--- config.mk ---
export PLATFORM = sky130hd
export DESIGN_NAME = instr_prefetch_unit
export DESIGN_NICKNAME = d
export VERILOG_FILES = /design/src/rtl/instr_prefetch_unit_pkg.sv /design/src/rtl/instr_prefetch_unit_sync_fifo.sv /design/src/rtl/instr_prefetch_unit.sv
export SDC_FILE = /design/constraint.sdc
export NUM_CORES = 1
export LEC_CHECK = 0
export CAP_MARGIN = 20
export CORE_MARGIN = 3
export CORE_UTILIZATION = 60
export DETAILED_ROUTE_END_ITERATION = 12
export PLACE_DENSITY = 0.87
export SLEW_MARGIN = 0
export SYNTH_ARGS = -nofsm -noshare
export SYNTH_HDL_FRONTEND = slang
export SYNTH_HIERARCHICAL = 1
export SYNTH_SLANG_ARGS = --single-unit
export TNS_END_PERCENT = 10
--- constraint.sdc ---
create_clock -name clk -period 8.4 [get_ports clk]
set_clock_uncertainty 0.1 [all_clocks]
set_input_delay 1.26 -clock clk [delete_from_list [all_inputs] [get_ports clk]]
set_output_delay 1.26 -clock clk [all_outputs]
set_load 0.02 [all_outputs]
--- src/rtl/instr_prefetch_unit_pkg.sv ---
// Shared constants and types for the instruction prefetch unit.
// Holds the NOP encoding, datapath width, FSM encoding and queue entry layout.
package instr_prefetch_unit_pkg;

    localparam int XLEN = 32;

    localparam logic [XLEN-1:0] INSTR_NOP = 32'h0000_0013;

    typedef enum logic {
        IFU_BOOT = 1'b0,
        IFU_RUN  = 1'b1
    } ifu_state_e;

    typedef struct packed {
        logic [XLEN-1:0] pc;
        logic [XLEN-1:0] instr;
    } fetch_entry_t;

endpackage

--- src/rtl/instr_prefetch_unit_sync_fifo.sv ---
// Synchronous FIFO used as the prefetch queue; clear empties it in one cycle.
// Asynchronous active-low reset; DEPTH must be a power of two.
module sync_fifo #(
    parameter int WIDTH = 64,
    parameter int DEPTH = 4
) (
    input  logic                       clk,
    input  logic                       rst,
    input  logic                       push,
    input  logic [WIDTH-1:0]           wdata,
    input  logic                       pop,
    input  logic                       clear,
    output logic [WIDTH-1:0]           rdata,
    output logic                       full,
    output logic                       empty,
    output logic [$clog2(DEPTH+1)-1:0] count
);

    localparam int AW = $clog2(DEPTH);
    localparam int CW = $clog2(DEPTH+1);

    logic [WIDTH-1:0] mem_q [DEPTH];
    logic [AW-1:0]    wr_ptr_q;
    logic [AW-1:0]    rd_ptr_q;
    logic [CW-1:0]    count_q;

    // Pointers wrap naturally because DEPTH is a power of two.
    always_ff @(posedge clk or negedge rst) begin
        if (!rst) begin
            wr_ptr_q <= '0;
            rd_ptr_q <= '0;
            count_q  <= '0;
            for (int i = 0; i < DEPTH; i++) begin
                mem_q[i] <= '0;
            end
        end else if (clear) begin
            wr_ptr_q <= '0;
            rd_ptr_q <= '0;
            count_q  <= '0;
        end else begin
            if (push) begin
                mem_q[wr_ptr_q] <= wdata;
                wr_ptr_q        <= wr_ptr_q + AW'(1);
            end
            if (pop) begin
                rd_ptr_q <= rd_ptr_q + AW'(1);
            end
            case ({push, pop})
                2'b10:   count_q <= count_q + CW'(1);
                2'b01:   count_q <= count_q - CW'(1);
                default: count_q <= count_q;
            endcase
        end
    end

    assign rdata = mem_q[rd_ptr_q];
    assign full  = (count_q == CW'(DEPTH));
    assign empty = (count_q == '0);
    assign count = count_q;

endmodule

--- src/rtl/instr_prefetch_unit.sv ---
// Instruction fetch front end: up to DEPTH in-order requests in flight, prefetch queue to decode.
// Optional same-cycle response bypass to decode is enabled by defining IFU_PREFETCH_BYPASS_EN.
module instr_prefetch_unit
    import instr_prefetch_unit_pkg::*;
#(
    parameter int          DEPTH    = 4,
    parameter logic [31:0] RESET_PC = 32'h0
) (
    input  logic                       clk,
    input  logic                       rst,
    input  logic                       flush_in,
    input  logic [31:0]                flush_addr_in,
    output logic                       mem_req_valid_out,
    input  logic                       mem_req_ready_in,
    output logic [31:0]                mem_req_addr_out,
    input  logic                       mem_resp_valid_in,
    input  logic [31:0]                mem_resp_data_in,
    output logic                       id_valid_out,
    input  logic                       id_ready_in,
    output logic [31:0]                id_instr_out,
    output logic [31:0]                id_pc_out,
    output logic [$clog2(DEPTH+1)-1:0] level_out
);

    localparam int            CW      = $clog2(DEPTH+1);
    localparam logic [CW:0]   DEPTH_C = (CW+1)'(DEPTH);

    ifu_state_e      state_q;
    logic [XLEN-1:0] fetch_pc_q, fetch_pc_d;
    logic [XLEN-1:0] resp_pc_q, resp_pc_d;
    logic [CW-1:0]   out_cnt_q, out_cnt_d;
    logic [CW-1:0]   disc_cnt_q, disc_cnt_d;

    logic [CW-1:0]   q_cnt;
    logic [CW:0]     inflight;
    logic            running;
    logic            req_fire;
    logic            resp_keep;
    logic            bypass_hit;
    logic            fifo_push;
    logic            fifo_pop;
    logic            fifo_full;
    logic            fifo_empty;
    fetch_entry_t    fifo_wdata;
    fetch_entry_t    fifo_rdata;
    fetch_entry_t    head;

    sync_fifo #(
        .WIDTH (64),
        .DEPTH (DEPTH)
    ) u_queue (
        .clk   (clk),
        .rst   (rst),
        .push  (fifo_push),
        .wdata (fifo_wdata),
        .pop   (fifo_pop),
        .clear (flush_in),
        .rdata (fifo_rdata),
        .full  (fifo_full),
        .empty (fifo_empty),
        .count (q_cnt)
    );

    // Credits count both in-flight requests and queued entries, so a response always has room.
    always_comb begin
        running           = (state_q == IFU_RUN);
        inflight          = {1'b0, out_cnt_q} + {1'b0, q_cnt};
        mem_req_valid_out = running && !flush_in && (inflight < DEPTH_C);
        mem_req_addr_out  = fetch_pc_q;
        req_fire          = mem_req_valid_out && mem_req_ready_in;
        resp_keep         = mem_resp_valid_in && (disc_cnt_q == '0);

`ifdef IFU_PREFETCH_BYPASS_EN
        bypass_hit = fifo_empty && resp_keep && !flush_in;
`else
        bypass_hit = 1'b0;
`endif

        head         = fifo_empty ? fetch_entry_t'({resp_pc_q, mem_resp_data_in}) : fifo_rdata;
        id_valid_out = !flush_in && (!fifo_empty || bypass_hit);
        id_instr_out = id_valid_out ? head.instr : INSTR_NOP;
        id_pc_out    = id_valid_out ? head.pc : resp_pc_q;
        level_out    = q_cnt;

        fifo_pop   = id_valid_out && id_ready_in && !fifo_empty;
        fifo_wdata = {resp_pc_q, mem_resp_data_in};
        fifo_push  = resp_keep && !flush_in && !(bypass_hit && id_ready_in)
                     && (!fifo_full || fifo_pop);
    end

    // A flush turns every request still in flight into a response that must be dropped.
    always_comb begin
        out_cnt_d = out_cnt_q;
        case ({req_fire, mem_resp_valid_in})
            2'b10:   out_cnt_d = out_cnt_q + CW'(1);
            2'b01:   out_cnt_d = out_cnt_q - CW'(1);
            default: out_cnt_d = out_cnt_q;
        endcase

        disc_cnt_d = disc_cnt_q;
        fetch_pc_d = fetch_pc_q;
        resp_pc_d  = resp_pc_q;
        if (flush_in) begin
            disc_cnt_d = out_cnt_d;
            fetch_pc_d = flush_addr_in;
            resp_pc_d  = flush_addr_in;
        end else begin
            if (mem_resp_valid_in && (disc_cnt_q != '0)) begin
                disc_cnt_d = disc_cnt_q - CW'(1);
            end
            if (req_fire) begin
                fetch_pc_d = fetch_pc_q + 32'd4;
            end
            if (resp_keep) begin
                resp_pc_d = resp_pc_q + 32'd4;
            end
        end
    end

    always_ff @(posedge clk or negedge rst) begin
        if (!rst) begin
            state_q    <= IFU_BOOT;
            fetch_pc_q <= RESET_PC;
            resp_pc_q  <= RESET_PC;
            out_cnt_q  <= '0;
            disc_cnt_q <= '0;
        end else begin
            state_q    <= IFU_RUN;
            fetch_pc_q <= fetch_pc_d;
            resp_pc_q  <= resp_pc_d;
            out_cnt_q  <= out_cnt_d;
            disc_cnt_q <= disc_cnt_d;
        end
    end

endmodule

Yosys cells after proc, flatten, opt, wreduce, memory -nomap -nowiden. Index checks and enable logic that the tools add are counted.

Register bits: 334. Latch bits: 0. RAM bits: 0. ROM bits: 0. Input bits: 70. Output and inout bits: 101. Logic and storage cells: 81. Memories: 0.

$add $sub $neg: 10. $mul: 0. Divide/modulo/power cells: 0. Magnitude comparators: 4. Eq/ne operators: 5. Shift operators: 0. Muxes and demuxes: 22. Bitwise logic cells: 3. Reduce and logical (&&, ||, !) cells: 25.

Operators by type and width (number): $bwmux W256 (1); $mux W64 (4); $mux W32 (6); $bmux W64 S2 (1); $demux W64 S2 (1); $add A32 B3 Y32 const B (2); $pmux W3 S2 (2); $logic_and A1 B1 Y1 (11); $reduce_bool A2 Y1 (5); $mux W3 (3); $sub A3 B1 Y3 const B (3); $mux W2 (4); $add A3 B1 Y3 const B (2); $ge A3 B3 Y1 const B (2); $logic_not A3 Y1 (2); $not A2 Y3 (2); $reduce_bool A3 Y1 (2); $add A2 B1 Y2 const B (2); $add A3 B3 Y4 (1); $eq A2 B1 Y1 const B (2); $eq A2 B2 Y1 const B (2); $lt A4 B3 Y1 const B (1); $eq A3 B3 Y1 const B (1); $logic_not A1 Y1 (3); 4 further kinds (4).

Logic depth before layout (Yosys ltp). Gate-level depths: netlist of the first run.

Depth after elaboration: 10. Gate-level depth with buffers: 14. Gate-level depth less buffers: 12.

Cells and area by module. Netlist of the first run, hierarchy kept.

By module, submodules not included: sync_fifo (instances 1, cells an instance 658, area an instance 12719.7 um2, seq. area each 6581.3 um2); instr_prefetch_unit (instances 1, cells an instance 510, area an instance 4713.3 um2, seq. area each 1776.7 um2).

Worst setup path after synthesis of the first run. OpenSTA, ideal clock, no wires.

Kind: input to output. Start point: input port flush_in. End point: output port id_pc_out[0]. Data arrival time: 2.487 ns. Slack: 4.553 ns. Stages on the path: 4. Cell sequence: nor2_1 -> clkbuf_1 -> clkbuf_1 -> o21ai_0.

Cells in the longest elaborated chain, start to end: 3.

RTL lines: start: declaration (line instr_prefetch_unit.sv:11) `input logic flush_in,`; $logic_not A1 Y1 (line instr_prefetch_unit.sv:80) `id_valid_out = !flush_in && (!fifo_empty || bypass_hit);`; $logic_and A1 B1 Y1 (line instr_prefetch_unit.sv:80); via id_valid_out (line instr_prefetch_unit.sv:18) `output logic id_valid_out,`; $mux W32 (line instr_prefetch_unit.sv:82) `id_pc_out = id_valid_out ? head.pc : resp_pc_q;`; end: declaration (line instr_prefetch_unit.sv:21) `output logic [31:0] id_pc_out,`.

The timed path passes the listed nets, and every way through them passes these cells.

==> implementation parameters, run 1 <==
Parameter                              Value

Synth
  XOR/XNOR share of the synthesized area    2.51%
  Dominant combinational cell family by area after synthesis    multiplexers
  Mux share of post-synthesis cell area    32.9%
  Post-synthesis instance area    17400 sq um
  Complex-gate fraction of the synthesized area    2.82%
  Simple-gate share of the synthesized area    8.23%
  Seq cells post-synth    334
  Count of mapped cells out of synthesis    1168
  Net Count, Synth    1251
  Adder and majority cell fraction of the synthesized area    1.02%
  Portion of the post-synthesis area used by sequential elements    47.9%
  Count of yosys warnings during synthesis    6
  Number of enable flip-flop cells after synthesis    0
  Async set-reset flop share out of synthesis    100%
  Count of distinct cell types in the synthesized netlist    60
  Synth Flop Type    dfrtp_1
  Mean area per synthesized cell    14.9 sq um

Setup path
  Cells along the critical path    buf_4 > mux4_2 > mux2_2 > clkdlybuf4s50_1
  Library cell contributing the largest single delay on the critical path    dfrtp_4
  Startpoint type of the worst setup path    flop
  Critical path's largest stage delay    0.94 ns
  Critical path endpoint category    primary output
  CP Data Required Time    7.04 ns
  Start-to-end type of the worst setup path    flop to primary output
  Worst-path maximum fanout    37
  Arrival time of data at the critical path endpoint    3.64 ns

Drt
  Routed WL per cell    23.2 microns
  Remaining DRCs    0
  1st-iter DRT viols    848
  Pre-antenna DRT Iters    7
  Vias per std cell    6.08
  Overall routed net length    39900 microns
  Post-route ant nets    0
  Number of vias after detailed routing    10500

Clock tree
  Clock root buffer    clkbuf_16
  Clk sink count    334
  Count of cells resized by post-cts repair    0
  Number of H-tree levels    2
  CTS buffer count    37
  # Post-CTS Setup Buffers    0
  Insertion delay to the later sink of the worst-skew pair    0.52 ns
  Clock transition time at the flip-flop clock pins of the worst setup and hold paths    0.06 ns
  Clk buf depth    3
  TritonCTS clock tree    done
  Quantity of hold-fixing buffers added after cts    0

Power
  Tot Pwr    4.92 mW
  Switching power as a share of total power    27.5%
  Reg power frac    42.7%
  Fraction of power consumed by the clock network    33.0%
  Net load switching power    1.35 mW
  Power per cell area    244 nW/um^2
  Static leakage power    9.51 nW
  Combinational share of power    24.3%
  Highest ir drop seen on vdd    0.163 mV
  Cell internal pwr    3.57 mW

GRT
  Antenna violations before repair    1
  First-pass GRT wire length    64200 microns
  Pin count of the biggest net entering global routing    187
  Vias in the first global route    11300
  Overflow left after global routing    0
  Overall global routing resource usage    25.9%

Hold path
  Hold WC Path Type    flop to flop

Die
  Y dimension of the die    176 microns
  Starting density of the core    61.7%
  Area of the die    31100 sq um
  CORE AREA    28200 sq um
  Site Rows    61
  Horizontal die dimension    176 microns
  Number of top-level pins    171

Place
  Placed instance area    19000 sq um
  Gpl congestion    0.816
  Post-detailed-placement half-perimeter wirelength    24300 microns
  Count of port buffers added during placement    170

Finish
  Core utilization of the finished layout    71.6%
  Number of fillers in the final layout    1839
  Final Instance Area    20200 sq um
  Final net count    1400
  Fraction of final layout cells with drive strength greater than 1    33.7%
  Multi-input logic area    8290 sq um
  Growth of design area from synthesis to finish    16.0%
  Sequential cell area    8360 sq um

STA
  Post-route fraction of the period consumed by the critical path    59.5%
  Final Max Slew Viols    0
  Min cycle time layout    5.00 ns
  Summed negative setup slack over all endpoints    0 ns
  Least-Margin Pin Slew    1.15 ns
  Unrepaired setup endpoints after global routing    false
  # setup viols final    0
  Relative slew margins    23.4%
  Final-report hold violation count    0
  Upper clock frequency limit    0.200 GHz

Job
  Max Cap Violations    0

Run status
  Run status    finished, final reports clean
-- power by group through the flow --
stage / combinational, mW / clock (mW) / sequential [mW]
after CTS: 1.20 / 1.65 / 2.10
after global placement: 1.16 / 0 / 2.10
after global routing: 1.28 / 1.71 / 2.13
final: 1.20 / 1.63 / 2.10
after detailed placement: 1.20 / 0 / 2.11
after floorplan: 0.854 / 0 / 2.05
-- stage by stage --
step,std cells,hold slack (ns),setup slack (ns)
floorplan,1168,0.362,4.55
global placement,1656,0.381,3.70
detailed placement,1656,0.384,3.60
CTS,1721,0.399,3.34
global route,1722,0.411,3.20
finish,1722,0.404,3.40
-- sequential cells by signal (all words and copies together), names as in the netlist --
name and cells:
u_queue/count 3, u_queue/mem_q 256, disc_cnt_q 3, u_queue/wr_ptr_q 2
u_queue/rd_ptr_q 2, mem_req_addr_out 32, resp_pc_q 32, out_cnt_q 3
running 1
-- metal layers --
metal / share of wire (%) / GRT usage (%) / vias to the layer above
li1: - / - / 4563
met1: 44 / 37.1 / 5498
met2: 49 / 41.8 / 349
met3: 5.0 / 3.87 / 68
met4: 2.2 / 7.07 / 0
met5: 0 / 0 / -
-- kinds of logic after synthesis --
kind of cell    Yosys count
mux                     366
flops                   334
simple gates            241
buf+inv                  90
compound gates           73
xor+xnor                 50
fa+ha+maj                13
other cells               1
-- synthesized netlist by cell type (5+ instances only) --
library cell	count	share of area [%]
nor2_1	25	0.54
nor4_1	10	0.36
a21boi_0	11	0.47
mux2_4	240	21
and4_1	8	0.40
ha_1	11	0.79
nand2b_1	12	0.43
nand4_1	24	0.86
and2_1	31	1.1
xor2_1	24	1.2
inv_1	21	0.45
mux4_2	64	8.3
xnor2_1	26	1.3
or3_1	6	0.22
nor3_1	19	0.55
and3_1	9	0.32
buf_4	5	0.22
a21oi_1	6	0.17
dfrtp_1	334	48
nand3_1	19	0.55
mux2_2	58	3.7
nand2_1	50	1.1
buf_2	7	0.20
clkbuf_1	25	0.54
buf_12	25	2.9
o31a_1	10	0.50
nor3b_1	5	0.22
o21ai_0	23	0.66
-- layout make-up --
type	count	area share [%]
repair buffers	178	8.78
multi-input cells	744	41.0
well taps	378	2.34
inverters	22	0.421
flip-flops and latches	334	41.4
diodes	1	0.0124
clock buffers	56	5.69
clock inverters	9	0.384
-- worst max-delay path: cells and delay by family (launching register included) --
family / cells / cell delay [ns]
DFF: 1 / 0.94
buffers and inverters: 2 / 1.24
muxes: 2 / 0.88
-- cell usage in the layout (no fill, tap or decap), drive strengths merged, types with 24 or more instances in the layout --
| cell | netlist | final |
|---|---|---|
| nand4 | 25 | 25 |
| clkbuf | 26 | 56 |
| nor2 | 25 | 25 |
| xnor2 | 26 | 26 |
| mux2 | 298 | 298 |
| and2 | 31 | 31 |
| xor2 | 24 | 24 |
| dfrtp | 334 | 334 |
| clkdlybuf4s50 | 0 | 168 |
| mux4 | 64 | 64 |
| nand2 | 54 | 54 |
-- worst paths after layout --
check / depth (start not counted) / slack [ns] / start / to
max: 4 / 3.40 / u_queue/rd_ptr_q[0] / id_pc_out[30]
min: 1 / 0.40 / u_queue/mem_q[66] / u_queue/mem_q[66]
max reg2reg: 7 / 4.63 / disc_cnt_q[0] / u_queue/mem_q[245]
min reg2reg: 1 / 0.40 / u_queue/mem_q[66] / u_queue/mem_q[66]
max in group asynchronous: 2 / 6.02 / rst / u_queue/mem_q[235]
min in group asynchronous: 1 / 0.62 / rst / u_queue/mem_q[133]
No activity file was read; power rests on OpenSTA's default activity.
==> run 2, diff against run 1 <==
--- a/config.mk
+++ b/config.mk
@@ -7,9 +7,9 @@
 export LEC_CHECK = 0
 export CAP_MARGIN = 20
 export CORE_MARGIN = 3
-export CORE_UTILIZATION = 60
+export CORE_UTILIZATION = 52
 export DETAILED_ROUTE_END_ITERATION = 12
-export PLACE_DENSITY = 0.87
+export PLACE_DENSITY = 0.81
 export SLEW_MARGIN = 0
 export SYNTH_ARGS = -nofsm -noshare
 export SYNTH_HDL_FRONTEND = slang
==> constraint.sdc (replaced) <==
create_clock -name clk -period 4.5 [get_ports clk]
set_clock_uncertainty 0.1 [all_clocks]
set_input_delay 0.675 -clock clk [delete_from_list [all_inputs] [get_ports clk]]
set_output_delay 0.675 -clock clk [all_outputs]
set_load 0.02 [all_outputs]
==> run 2 against run 1 <==
Effect of this change:
- first-iteration DRC count decreased by 4.5%
- critical path depth increased by 2
- cell count increased by 4.4%
- flip-flop and latch count unchanged
- register-to-register slack got worse by 3.4 ns
- combinational power increased by 88%
- power increased by 91%
- largest cell class unchanged
==> implementation parameters, run 2 (same netlist as run 1, synthesis figures left out) <==
Parameter                              Value

Run status
  Run status    finished, final reports clean (unchanged)

GRT
  Fraction of met1 tracks used by global routing    31.6% (was 37.1%)
  Most crowded layer after global routing    met2 (unchanged)
  Overflow left after global routing    0 (unchanged)
  Overall global routing resource usage    22.6% (was 25.9%)
  First-pass GRT wire length    64700 microns (was 64200 microns)
  Global Route met3 Usage    3.61% (was 3.87%)
  Met2 routing resource usage after global routing    36.9% (was 41.8%)
  Antenna violations before repair    0 (was 1)
  Pin count of the biggest net entering global routing    110 (was 187)
  Vias in the first global route    11400 (was 11300)

Clock tree
  Count of cells resized by post-cts repair    0 (unchanged)
  Insertion delay to the later sink of the worst-skew pair    0.51 ns (was 0.52 ns)
  Clock root buffer    clkbuf_16 (unchanged)
  # Post-CTS Setup Buffers    0 (unchanged)
  TritonCTS clock tree    done (unchanged)
  Clk sink count    334 (unchanged)
  CTS buffer count    38 (was 37)
  Clk buf depth    3 (unchanged)
  Clock transition time at the flip-flop clock pins of the worst setup and hold paths    0.06 ns (about the same)
  Number of H-tree levels    2 (unchanged)
  Quantity of hold-fixing buffers added after cts    0 (unchanged)

Setup path
  Library cell contributing the largest single delay on the critical path    dfrtp_4 (unchanged)
  Terminus of the critical flop-to-flop path    u_queue/mem_q[91] (was u_queue/mem_q[245])
  Start-to-end type of the worst setup path    flop to primary output (unchanged)
  CP Data Required Time    3.72 ns (was 7.04 ns)
  Worst-path maximum fanout    23 (was 37)
  Worst reg-to-reg path cell count    8 (was 7)
  Critical path startpoint    u_queue/rd_ptr_q[0] (unchanged)
  Count of buffer and inverter cells on the critical path    3 (was 2)
  Cells along the critical path    buf_12 > buf_4 > mux4_2 > nand2_1 > o21ai_0 > clkdlybuf4s50_1 (was buf_4 > mux4_2 > mux2_2 > clkdlybuf4s50_1)
  Largest delay contributor family on the critical path    buffers and inverters (unchanged)
  Crit Reg-Reg Startpoint    disc_cnt_q[0] (unchanged)
  Worst setup slack for register-to-register paths    1.26 ns (was 4.63 ns)
  Arrival time of data at the critical path endpoint    3.10 ns (was 3.64 ns)
  Critical path endpoint category    primary output (unchanged)
  Critical path's largest stage delay    0.74 ns (was 0.94 ns)
  Startpoint type of the worst setup path    flop (unchanged)

Hold path
  Hold WC Path Type    input port to async pin (was flop to flop)

STA
  Upper clock frequency limit    0.258 GHz
  # setup viols final    0 (unchanged)
  Worst hold margin    0.0930 ns (was 0.404 ns)
  Least-Margin Pin Slew    0.946 ns (was 1.15 ns)
  Unrepaired setup endpoints after global routing    false (unchanged)
  Relative slew margins    37.0% (was 23.4%)
  Min cycle time layout    3.88 ns
  Post-route fraction of the period consumed by the critical path    86.1%
  Final setup margin    0.624 ns (was 3.40 ns)
  Final-report hold violation count    0 (unchanged)
  Summed negative setup slack over all endpoints    0 ns (unchanged)
  Final Max Slew Viols    0 (unchanged)

Drt
  Remaining DRCs    0 (unchanged)
  1st-iter DRT viols    810 (was 848)
  Pre-antenna DRT Iters    5 (was 7)
  Vias per std cell    5.79 (was 6.08)
  Overall routed net length    40000 microns (was 39900 microns)
  Number of vias after detailed routing    10400 (was 10500)
  Post-route ant nets    0 (unchanged)
  Routed WL per cell    22.3 microns (was 23.2 microns)

Finish
  Most frequent standard cell in the layout excluding fill and tap cells    dfrtp_1 (unchanged)
  Fraction of final layout cells with drive strength greater than 1    34.4% (was 33.7%)
  Top library cells by usage in the layout, fill and taps aside    dfrtp_1 (332), mux2_4 (240), clkdlybuf4s50_1 (168), mux4_2 (64), mux2_2 (58) (unchanged)
  Final net count    1412 (was 1400)
  Count of antenna diodes in the layout    0 (was 1)
  Core utilization of the finished layout    62.5% (was 71.6%)
  Most flops, register    u_queue/mem_q (unchanged)
  Max reg flops    256 (unchanged)
  Growth of design area from synthesis to finish    17.6% (was 16.0%)

Power
  Power per cell area    458 nW/um^2 (was 244 nW/um^2)
  Static leakage power    9.61 nW (was 9.51 nW)
  Tot Pwr    9.38 mW (was 4.92 mW)
  Highest ir drop seen on vdd    0.269 mV (was 0.163 mV)

Die
  Starting density of the core    53.2% (was 61.7%)
  CORE AREA    32800 sq um (was 28200 sq um)
  Number of top-level pins    171 (unchanged)
  Horizontal die dimension    189 microns (was 176 microns)
  Area of the die    35800 sq um (was 31100 sq um)
  Y dimension of the die    189 microns (was 176 microns)
  Site Rows    66 (was 61)

Place
  Count of port buffers added during placement    170 (unchanged)
  Post-detailed-placement half-perimeter wirelength    25300 microns (was 24300 microns)
  Gpl congestion    0.815 (was 0.816)
  Pre-CTS WS    0.716 ns (was 3.60 ns)

Job
  Max Cap Violations    0 (unchanged)
==> run 2: cell count changes in the layout (fill, tap and decap cells not counted), moves of 2 or more <==
cell,previous run,this run
bufinv_16,1,4
buf_12,1,4
buf_4,7,15
clkbuf_1,6,4
==> run 2: area by class of cell <==
class / count / area (sq um)
Inverter: 22 / 85.1
Timing Repair Buffer: 189 / 1890
Multi-Input combinational cell: 744 / 8290
Tap cell: 442 / 553
Clock buffer: 55 / 1160
Fill cell: 2419 / 12300
Clock inverter: 11 / 161
Sequential cell: 334 / 8360
==> run 2: worst max path at each step <==
| stage | end | slack (ns) | cells after the start |
|---|---|---|---|
| final | id_pc_out[0] | 0.62 | 6 |
| after global placement | u_queue/mem_q[144] | 0.77 | 7 |
| after CTS | id_pc_out[0] | 0.55 | 6 |
| after detailed placement | u_queue/mem_q[30] | 0.72 | 7 |
| after global routing | id_pc_out[0] | 0.44 | 6 |
| after floorplan | disc_cnt_q[2] | 1.56 | 14 |
==> run 2: stage by stage <==
stage          instance area, sq um  instances
5_1_grt                       20500       1797
3_3_place_gp                  19200       1731
2_1_floorplan                 17400       1168
4_1_cts                       20500       1797
3_5_place_dp                  19200       1731
6_report                      20500       1797
==> run 2: layer usage <==
metal	part of all wire [%]	vias up
li1	-	4602
met3	4.9	75
met1	44	5457
met4	2.5	0
met5	0	-
met2	49	277
==> run 2: power by group <==
group	total, mW	switching [mW]	internal, mW	leakage [nW]
logic	2.25	0.883	1.36	4.57
clock network	3.22	1.21	2.01	0.652
registers	3.92	0.422	3.49	4.39
total	9.38	2.52	6.86	9.61
